--- config.mk ---
export PLATFORM = sky130hd
export DESIGN_NAME = dsw_debounce
export DESIGN_NICKNAME = d
export VERILOG_FILES = /design/src/rtl/dsw_debounce.sv
export SDC_FILE = /design/constraint.sdc
export NUM_CORES = 1
export LEC_CHECK = 0
export ABC_AREA = 1
export ABC_CLOCK_PERIOD_IN_PS = 1540
export BUFFER_PORTS_ARGS = -buffer_cell sky130_fd_sc_hd__buf_2
export CAP_MARGIN = 25
export CORE_MARGIN = 8
export CORE_UTILIZATION = 55
export DETAILED_ROUTE_END_ITERATION = 12
export PLACE_DENSITY = 0.76
export SETUP_SLACK_MARGIN = 0.3
export SYNTH_ARGS = -nofsm -noshare
export SYNTH_HDL_FRONTEND = slang
export SYNTH_SLANG_ARGS = --single-unit
--- constraint.sdc ---
create_clock -name clk -period 1.54 [get_ports clk]
set_input_delay 0.077 -clock clk [delete_from_list [all_inputs] [get_ports clk]]
set_output_delay 0.077 -clock clk [all_outputs]
set_load 0.02 [all_outputs]
--- src/rtl/dsw_debounce.sv ---
// dsw_debounce: synchronise and debounce three 8-bit DIP switch banks against a shared sample tick,
// with a registered per-bank change pulse.
module dsw_debounce #(
    parameter int TICK_DIV     = 100000,
    parameter int STABLE_TICKS = 8
) (
    input  logic       clk,
    input  logic       rst_n,
    input  logic [7:0] dsw0,
    input  logic [7:0] dsw1,
    input  logic [7:0] dsw2,
    output logic [7:0] db0,
    output logic [7:0] db1,
    output logic [7:0] db2,
    output logic [2:0] chg,
    output logic       tick
);
    localparam int PW = TICK_DIV > 1 ? $clog2(TICK_DIV) : 1;
    localparam int CW = $clog2(STABLE_TICKS + 1);

    logic [PW-1:0]        pre_q, pre_d;
    logic                 tick_q;
    logic [23:0]          meta_q, sync_q, db_q, db_d;
    logic [23:0][CW-1:0]  ctr_q, ctr_d;
    logic [2:0]           chg_q, chg_d;

    assign pre_d = (pre_q == PW'(TICK_DIV - 1)) ? '0 : pre_q + 1'b1;

    always_comb begin
        db_d  = db_q;
        ctr_d = ctr_q;
        for (int i = 0; i < 24; i++) begin
            if (tick_q) begin
                if (sync_q[i] == db_q[i]) begin
                    ctr_d[i] = '0;
                end else if (ctr_q[i] == CW'(STABLE_TICKS - 1)) begin
                    ctr_d[i] = '0;
                    db_d[i]  = sync_q[i];
                end else begin
                    ctr_d[i] = ctr_q[i] + 1'b1;
                end
            end
        end
    end

    assign chg_d = {|(db_d[23:16] ^ db_q[23:16]), |(db_d[15:8] ^ db_q[15:8]), |(db_d[7:0] ^ db_q[7:0])};

    // tick_q is registered from the next prescaler value so it is high exactly while the count sits at TICK_DIV-1
    always_ff @(posedge clk or negedge rst_n) begin
        if (!rst_n) begin
            pre_q  <= '0;
            tick_q <= 1'b0;
            meta_q <= '0;
            sync_q <= '0;
            db_q   <= '0;
            ctr_q  <= '0;
            chg_q  <= '0;
        end else begin
            pre_q  <= pre_d;
            tick_q <= (pre_d == PW'(TICK_DIV - 1));
            meta_q <= {dsw2, dsw1, dsw0};
            sync_q <= meta_q;
            db_q   <= db_d;
            ctr_q  <= ctr_d;
            chg_q  <= chg_d;
        end
    end

    assign db0  = db_q[7:0];
    assign db1  = db_q[15:8];
    assign db2  = db_q[23:16];
    assign chg  = chg_q;
    assign tick = tick_q;
endmodule
### After elaboration in Yosys (flattened, before gate mapping)

Index checks and enable logic that the tools add are counted.

| storage, ports and cells | value |
|---|---|
| register bits after elaboration | 189 |
| latch bits | 0 |
| memory bits (writable) | 0 |
| memory bits (read-only) | 0 |
| output and inout port bits | 28 |
| word-level logic and storage cells | 232 |
| memories | 0 |

| cells by class | value |
|---|---|
| add/sub/neg operators | 25 |
| $mul | 0 |
| div/mod/pow operators | 0 |
| magnitude comparators | 0 |
| equal/unequal tests | 50 |
| shift operators | 0 |
| multiplexer cells | 121 |
| bitwise gates (word level) | 3 |
| reduce and logical (&&, ||, !) cells | 3 |

Operators with widths:

| operator | count |
|---|---|
| 4-bit 2-to-1 mux | 48 |
| 4-bit by 1-bit adder with 4-bit output (second input constant) | 24 |
| 4-bit by 3-bit equality test with 1-bit output (second input constant) | 24 |
| 1-bit 2-to-1 mux | 72 |
| 17-bit equality test (second input constant) | 2 |
| 1-bit equality test | 24 |
| 8-bit OR reduction | 3 |
| 8-bit bitwise XOR | 3 |
| 17-bit by 1-bit adder with 17-bit output (second input constant) | 1 |
| 17-bit 2-to-1 mux | 1 |

### Depth between registers and ports, before layout

Gate-level depths: netlist (run 1).

| depth | value |
|---|---|
| word-level depth | 6 |
| mapped depth | 12 |
| depth with buffers taken out | 12 |

### Worst setup path before layout (run 1)

No wires, ideal clock.

| path | value |
|---|---|
| kind | register to register |
| start | register ctr_q[20] (netlist name) |
| end | register db_q[5] |
| data arrival time | 1.311 ns |
| required time | 1.415 ns |
| slack | 0.104 ns |
| cell stages (with the launch flop) | 6 |
| period minus slack after synthesis | 1.436 ns |
| cell sequence | dfrtp_1 ha_1 nand2_1 or2_2 nor2_1 mux2_2 |

| between the ends | value |
|---|---|
| word-level cells in the longest chain between the ends | 4 |

Ends and longest elaborated chain:

| element | line | RTL |
|---|---|---|
| start, declared | 24 | `logic [23:0][CW-1:0] ctr_q, ctr_d;` |
| start signal, assigned | 64 | `ctr_q <= ctr_d;` |
| 4-bit by 3-bit equality test with 1-bit output | 36 | `end else if (ctr_q[i] == CW'(STABLE_TICKS - 1)) begin` |
| 1-bit 2-to-1 mux | 36 |  |
| 1-bit 2-to-1 mux | 34 | `if (sync_q[i] == db_q[i]) begin` |
| 1-bit 2-to-1 mux | 33 | `if (tick_q) begin` |
| net db_d[5] | 23 | `logic [23:0] meta_q, sync_q, db_q, db_d;` |
| end signal, assigned | 55 | `db_q <= '0;` |
| end signal, assigned | 63 | `db_q <= db_d;` |
| end, declared | 23 |  |

The timed path passes the listed nets, and every way through them passes these cells.
A chain may end at the register's enable or synchronous reset.

### Worst setup path after layout (run 1)

| path | value |
|---|---|
| start | register pre_q[10] |
| end | register tick_q, in the netlist tick |

| between the ends | value |
|---|---|
| word-level cells in the longest chain between the ends | 3 |
| elaborated cells between the ends (all ways) | 4 |
| classes of those cells | add/sub: 1; eq/ne: 2; mux: 1 |

Ends and longest elaborated chain:

| element | line | RTL |
|---|---|---|
| start, declared | 21 | `logic [PW-1:0] pre_q, pre_d;` |
| start signal, assigned | 59 | `pre_q <= pre_d;` |
| 17-bit by 1-bit adder with 17-bit output or 17-bit equality test (tied branches) | 27 | `assign pre_d = (pre_q == PW'(TICK_DIV - 1)) ? '0 : pre_q + 1'b1;` |
| 17-bit 2-to-1 mux * | 27 |  |
| net pre_d[10] | 21 |  |
| 17-bit equality test * | 60 | `tick_q <= (pre_d == PW'(TICK_DIV - 1));` |
| end signal, assigned | 60 |  |
| end, declared | 22 | `logic tick_q;` |

Mark *: on every way through the listed nets, which the timed path passes. The rest lies on a longest branch.

==> run_results.csv, run 1 <==
group,metric,value,unit
cts,cts_made_buffers,17,
floorplan,io_pins,54,
global_routing,grt_pass1_wl,39.9,mm
setup_path,timing.setup.critical_path_class,"reg -> reg",
final_layout,num-nets-final,1196,
pwr,p_leak,7.11,nW
pwr,power.total,10.2,mW
yosys,avgSynthCellArea,9.35,um2
setup_path,path_common_cell,"nand2_1",
route,first_pass_iters,7,
cts,cts_tree,"done",
final_layout,fill_cells,401,
sta,finalHoldViolations,0,
route,drc_errors,0,
cts,path_clk_slew,80,ps
setup_path,slowest_stage,"dfrtp_2",
route,vias,8815,
yosys,async_reset_ff_share,100,%
setup_path,cp-end-kind,"flip-flop",
setup_path,crit_path_start_kind,"flip-flop",
setup_path,crit_chain,"nand2_1 > inv_1 > nand2_1 > nor2_2 > nand2_4 > nand2_1 > nor2_2 > nand2_1 > nor2_1 > nand2_1 > nor2_1",
setup_path,cp_top_family,"simple AND/OR/NAND/NOR gates",
flow_run,drv_cap,0,
cts,clockBufferDepth,2,
setup_path,cp_data_required_time,1910,ps
yosys,synth_fp_nets,950,
floorplan,fp.dieW,140,um
cts,h-tree-depth,4,
sta,worst_slack,-996,ps
setup_path,cp_max_fo,4,
route,via_per_inst,6.55,
sta,fin_tns_setup,-4960,ps
cts,worstSkewPairLatency,460,ps
final_layout,syn2layout_area_growth,65.7,%
route,first_iter_violations,1153,
global_routing,antenna_found_initial,1,
global_routing,grt_overflow_total,0,
yosys,yosysSeqAreaShare,56.3,%
setup_path,path_buf_inv,1,
yosys,synth_warnings,0,
setup_path,cpPeakStageDelay,520,ps
setup_path,cp.arrival,2910,ps
sta,period_needed,2540,ps
global_routing,grt_usage,25.7,%
cts,cts_root_buf,"clkbuf_16",
global_routing,grt_pass1_vias,7818,
route,wl,39.8,mm
placed_design,io_buffers,53,
yosys,netlist_instances,899,
sta,clock_skew,20.0,ps
pwr,p_per_area,734,nW/um2
sta,clock.fmax,0.394,GHz
sta,slew_headroom,53.6,%
yosys,ys_ff_latch,189,
floorplan,start_util,55.7,%
yosys,synth_edf_count,0,
sta,rsz0062_at_grt,"yes",
yosys,ys_types,34,
route,ant_nets,0,
yosys,syn_area,8410,um2
sta,tightest_slew,690,ps
placed_design,gp_congestion,0.817,
yosys,ys.flop_type,"dfrtp_1",
status,violations,"setup timing",
global_routing,grt_start_max_net_pins,58,
sta,setup_viol,34,
sta,final-max-slew-violation-count,0,
placed_design,place.detailed.hpwl,10.6,mm
route,post_drt_wl_per_cell,29.5,um
floorplan,die_h,140,um
floorplan,num_rows,45,
floorplan,core_area,15100,um2
min_path,holdCritPathClass,"in -> async",
pwr,ir_drop,0.00131,V
final_layout,drive_gt1_share,56.5,%
status,outcome,"finished, violations left",
cts,cts_sinks,189,
sta,finalCritPeriodShare,165,%
floorplan,dieArea,19500,um2
-- kinds of logic (layout without fill, tap and decap cells) --
logic type / after synthesis / after routing / synth area share [%]
muxes: 23 / 23 / 3.08
xor gates and xnor gates: 54 / 54 / 5.63
AOI/OAI and AO/OA: 89 / 89 / 5.67
other: 0 / 1 / 0
buffers and inverters: 98 / 356 / 4.63
adders and majority gates: 25 / 25 / 3.72
and+or+nand+nor: 421 / 421 / 21.0
DFF: 189 / 189 / 56.3
-- layout make-up --
type                    instances  area (um2)  share of cell area (%)
diodes                          1        2.50                  0.0180
clock buffers                  19         443                    3.18
clock inverters                12         159                    1.14
inverters                      77         338                    2.43
multi-input cells             612        5350                    38.4
flip-flops and latches        189        4750                    34.1
well taps                     188         235                    1.69
repair buffers                248        2650                    19.0
-- cells in the mapped netlist (3+ instances only) --
master,instances,area share [%]
nand2_1,191,8.5
dfrtp_1,189,56
nor2_1,142,6.3
inv_1,71,3.2
a21oi_1,47,2.8
xor2_1,31,3.2
nand3_1,30,1.8
o21ai_0,28,1.7
ha_1,25,3.7
mux2_2,23,3.1
xnor2_1,23,2.4
nor3_1,20,1.2
buf_2,14,0.83
nand4_1,14,1.0
nand2_2,8,0.60
clkbuf_1,6,0.27
a211oi_1,4,0.36
inv_2,4,0.18
nor2_2,4,0.30
nor2_4,4,0.54
nor4_1,3,0.22
-- per-stage QoR --
| stage | cells | utilization, % | hold slack (ps) | cell area [um2] | setup slack (ps) |
|---|---|---|---|---|---|
| floorplan | 899 | - | -219 | 8480 | 167 |
| global placement | 1142 | 60.5 | -40.6 | 9130 | 47.0 |
| detailed placement | 1142 | 60.5 | -41.8 | 9130 | -37.2 |
| CTS | 1287 | 79.6 | 68.8 | 12000 | 36.6 |
| global route | 1345 | 92.3 | 88.6 | 13900 | -990 |
| finish | 1346 | 92.3 | 58.7 | 13900 | -996 |
-- metal layers --
metal | routed length [um] | track usage [%] | up-vias
met1 | 12800 | 28.8 | 4292
met2 | 19000 | 45.1 | 818
li1 | - | - | 3376
met3 | 4260 | 5.75 | 329
met5 | 0 | 0 | -
met4 | 3720 | 13.7 | 0
-- power breakdown --
group	total, mW	internal [mW]	switching, mW
clock network	4.79	2.61	2.18
logic	0.373	0.135	0.238
registers	5.07	5.02	0.0433
total	10.2	7.77	2.46
-- sequential cells by signal, summed over array words and instances, names as in the netlist --
name	cells
db_q	24
pre_q	17
chg	3
sync_q	24
tick	1
meta_q	24
ctr_q	96
-- timing repair --
| item | in CTS | in global routing |
|---|---|---|
| pin swaps | 109 | 141 |
| gates cloned | 17 | 4 |
| hold buffers | 25 | 0 |
| resized for setup | 296 | 364 |
| endpoints found under the hold margin | 213 | 0 |
| setup buffers | 72 | 54 |
| endpoints found under the setup margin | 94 | 139 |
-- cell usage in the layout (no fill, tap or decap), types with 4 or more instances in the layout --
master	instances
a21oi_1	7
dfrtp_1	171
xnor2_1	18
inv_1	48
buf_12	16
nand2_2	43
buf_16	17
nor2_2	26
nor2_4	40
nand4_1	14
buf_4	85
o21ai_1	6
xor2_1	28
a21oi_2	24
buf_8	14
dfrtp_2	17
nand2_4	71
xnor2_2	4
ha_2	7
mux2_4	23
o21ai_2	22
a211oi_2	4
buf_2	51
nand3_1	7
nand3_4	5
nand2_1	84
nor2_1	84
clkbuf_16	21
inv_2	14
inv_4	13
a21oi_4	17
ha_4	16
dlygate4sd3_1	25
nand3_2	20
nor3_4	5
nor3_2	13
inv_6	4
buf_6	35
-- final timing paths --
check	startpoint	cells after the start	slack, ps	endpoint
max in group asynchronous	rst_n	3	820	ctr_q[32]
setup / recovery	pre_q[10]	11	-1000	tick
setup reg to reg	pre_q[10]	11	-1000	tick
hold / removal	rst_n	2	60	ctr_q[46]
hold reg to reg	meta_q[17]	0	340	sync_q[17]
min in group clk	dsw2[2]	2	260	meta_q[18]
Note: power is estimated with default switching activity, not from simulation.
==> run 2, diff against run 1 <==
REMOVE_ABC_BUFFERS = 1   (was default)
==> run 2 against run 1 <==
Net effect: the flow still finishes with violations (setup timing); power is 2.5% lower; global-route usage is 5.1 points lower; sequential power hardly changed; setup slack better by 570 ps; hold slack better by 94 ps; clock skew is 3.7 ps lower; fmax is 29% higher; cell area is 3.8% lower; routed wire length is 14% lower; critical path depth is 3 lower; critical path type unchanged; largest cell class unchanged; highest routed layer unchanged.
==> run_results.csv, run 2 (synthesis results as in run 1) <==
group,metric,value,unit
sta,tightest_slew,660,ps
final_layout,largest_register_ffs,96,
sta,clock_skew,16.3,ps
final_layout,largest_register,"ctr_q",
sta,rsz0062_at_grt,"yes",
final_layout,drive_gt1_share,52.6,%
pwr,ir_drop,0.000895,V
placed_design,gp_congestion,0.824,
sta,clock.fmax,0.509,GHz
cts,worstSkewPairLatency,450,ps
floorplan,io_pins,54,
setup_path,cp_max_fo,7,
final_layout,num-nets-final,1183,
floorplan,dieArea,19500,um2
sta,setup_viol,23,
route,first_pass_iters,9,
global_routing,antenna_found_initial,0,
sta,worst_slack,-424,ps
global_routing,grt_start_max_net_pins,53,
cts,cts_sinks,189,
route,vias,8273,
final_layout,final_cells,1333,
status,violations,"setup timing",
final_layout,final_common_cell,"dfrtp_1",
floorplan,fp.dieW,140,um
route,wl,34.1,mm
setup_path,r2r-start,"tick",
setup_path,crit_start,"tick",
route,post_drt_wl_per_cell,25.6,um
global_routing,grt_overflow_total,0,
placed_design,io_buffers,53,
sta,slew_headroom,55.7,%
sta,period_needed,1960,ps
cts,clockBufferDepth,2,
placed_design,place_inst,1149,
pwr,p_leak,6.82,nW
min_path,holdCritPathClass,"in -> async",
route,ant_nets,0,
placed_design,place.detailed.hpwl,11.0,mm
final_layout,postLayoutCoreUtil,88.8,%
floorplan,start_util,55.7,%
setup_path,cp_data_required_time,1850,ps
setup_path,cp-end-kind,"flip-flop",
sta,final-max-slew-violation-count,0,
floorplan,core_area,15100,um2
route,drc_errors,0,
route,first_iter_violations,861,
setup_path,cp.arrival,2270,ps
pwr,p_per_area,744,nW/um2
sta,finalCritPeriodShare,128,%
cts,cts_root_buf,"clkbuf_16",
setup_path,crit_path_start_kind,"flip-flop",
sta,finalHoldViolations,0,
global_routing,grt_usage,20.6,%
global_routing,grt_pass1_wl,32.5,mm
floorplan,num_rows,45,
final_layout,final_cell_mix,"175 x dfrtp_1, 98 x nand2_1, 84 x nor2_1, 82 x buf_4, 56 x nand2_4",
flow_run,drv_cap,0,
final_layout,syn2layout_area_growth,59.4,%
floorplan,die_h,140,um
route,via_per_inst,6.21,
status,outcome,"finished, violations left",
cts,cts_tree,"done",
pwr,power.total,9.97,mW
final_layout,fill_cells,531,
cts,path_clk_slew,80,ps
global_routing,grt_pass1_vias,6915,
cts,cts_made_buffers,17,
setup_path,timing.setup.critical_path_class,"reg -> reg",
final_layout,diodes,0,
cts,h-tree-depth,4,
-- run 2: critical path, stage by stage, from the launching register on --
cell and delay [ps]:
dfrtp_4 550, buf_12 170, buf_8 140, buf_16 150, nand2_4 60, inv_2 50
nand3_2 50, xor2_1 500, nor2_1 140
-- run 2: cell type report --
cell class	count	area (um2)	share of cell area (%)
tap	188	235	1.76
sequential	189	4750	35.4
inverter	77	335	2.50
clock inverter	13	126	0.943
multi-input combinational	612	5050	37.6
clock buffer	19	453	3.38
timing repair inverter	1	16.3	0.121
timing repair buffer	234	2440	18.2
-- run 2: metal layers --
metal	up-vias	wire length [um]	GRT usage (%)
met3	236	2970	4.58
met2	602	16600	35.5
met4	0	2620	8.11
met1	4067	12000	24.7
met5	-	0	0
li1	3368	-	-
-- run 2: final timing paths --
check                             end  slack, ps  cells after the start
max in group asynchronous   ctr_q[28]        750                      3
max                         ctr_q[95]       -420                      8
max reg2reg                 ctr_q[95]       -420                      8
min in group clk            meta_q[4]        260                      2
min reg2reg                 sync_q[5]        350                      0
min                        meta_q[14]        150                      2
-- run 2: what timing repair did --
action                                 4_1_cts  5_1_grt
gates resized for setup                    144      442
buffers inserted                            39       70
pin swaps                                   58      140
endpoints found under the hold margin      170        0
gates cloned                                 5       13
setup endpoints to repair                   94      132
hold buffers                                25        0
-- run 2: report_power, final --
group	switching [mW]	total (mW)	internal [mW]
clock	2.18	4.54	2.35
combinational	0.231	0.366	0.135
sequential	0.0427	5.07	5.02
-- run 2: per-stage QoR --
step | TNS, ps | worst slack (ps) | cell area, um2 | hold slack (ps)
3_5_place_dp | -16.4 | -16.4 | 9120 | 73.4
4_1_cts | 0 | 26.3 | 10900 | 174
6_report | -2180 | -424 | 13400 | 153
5_1_grt | -2790 | -400 | 13400 | 198
3_3_place_gp | -9.87 | -9.87 | 9120 | 75.0
2_1_floorplan | -272580 | -2850 | 8310 | -219
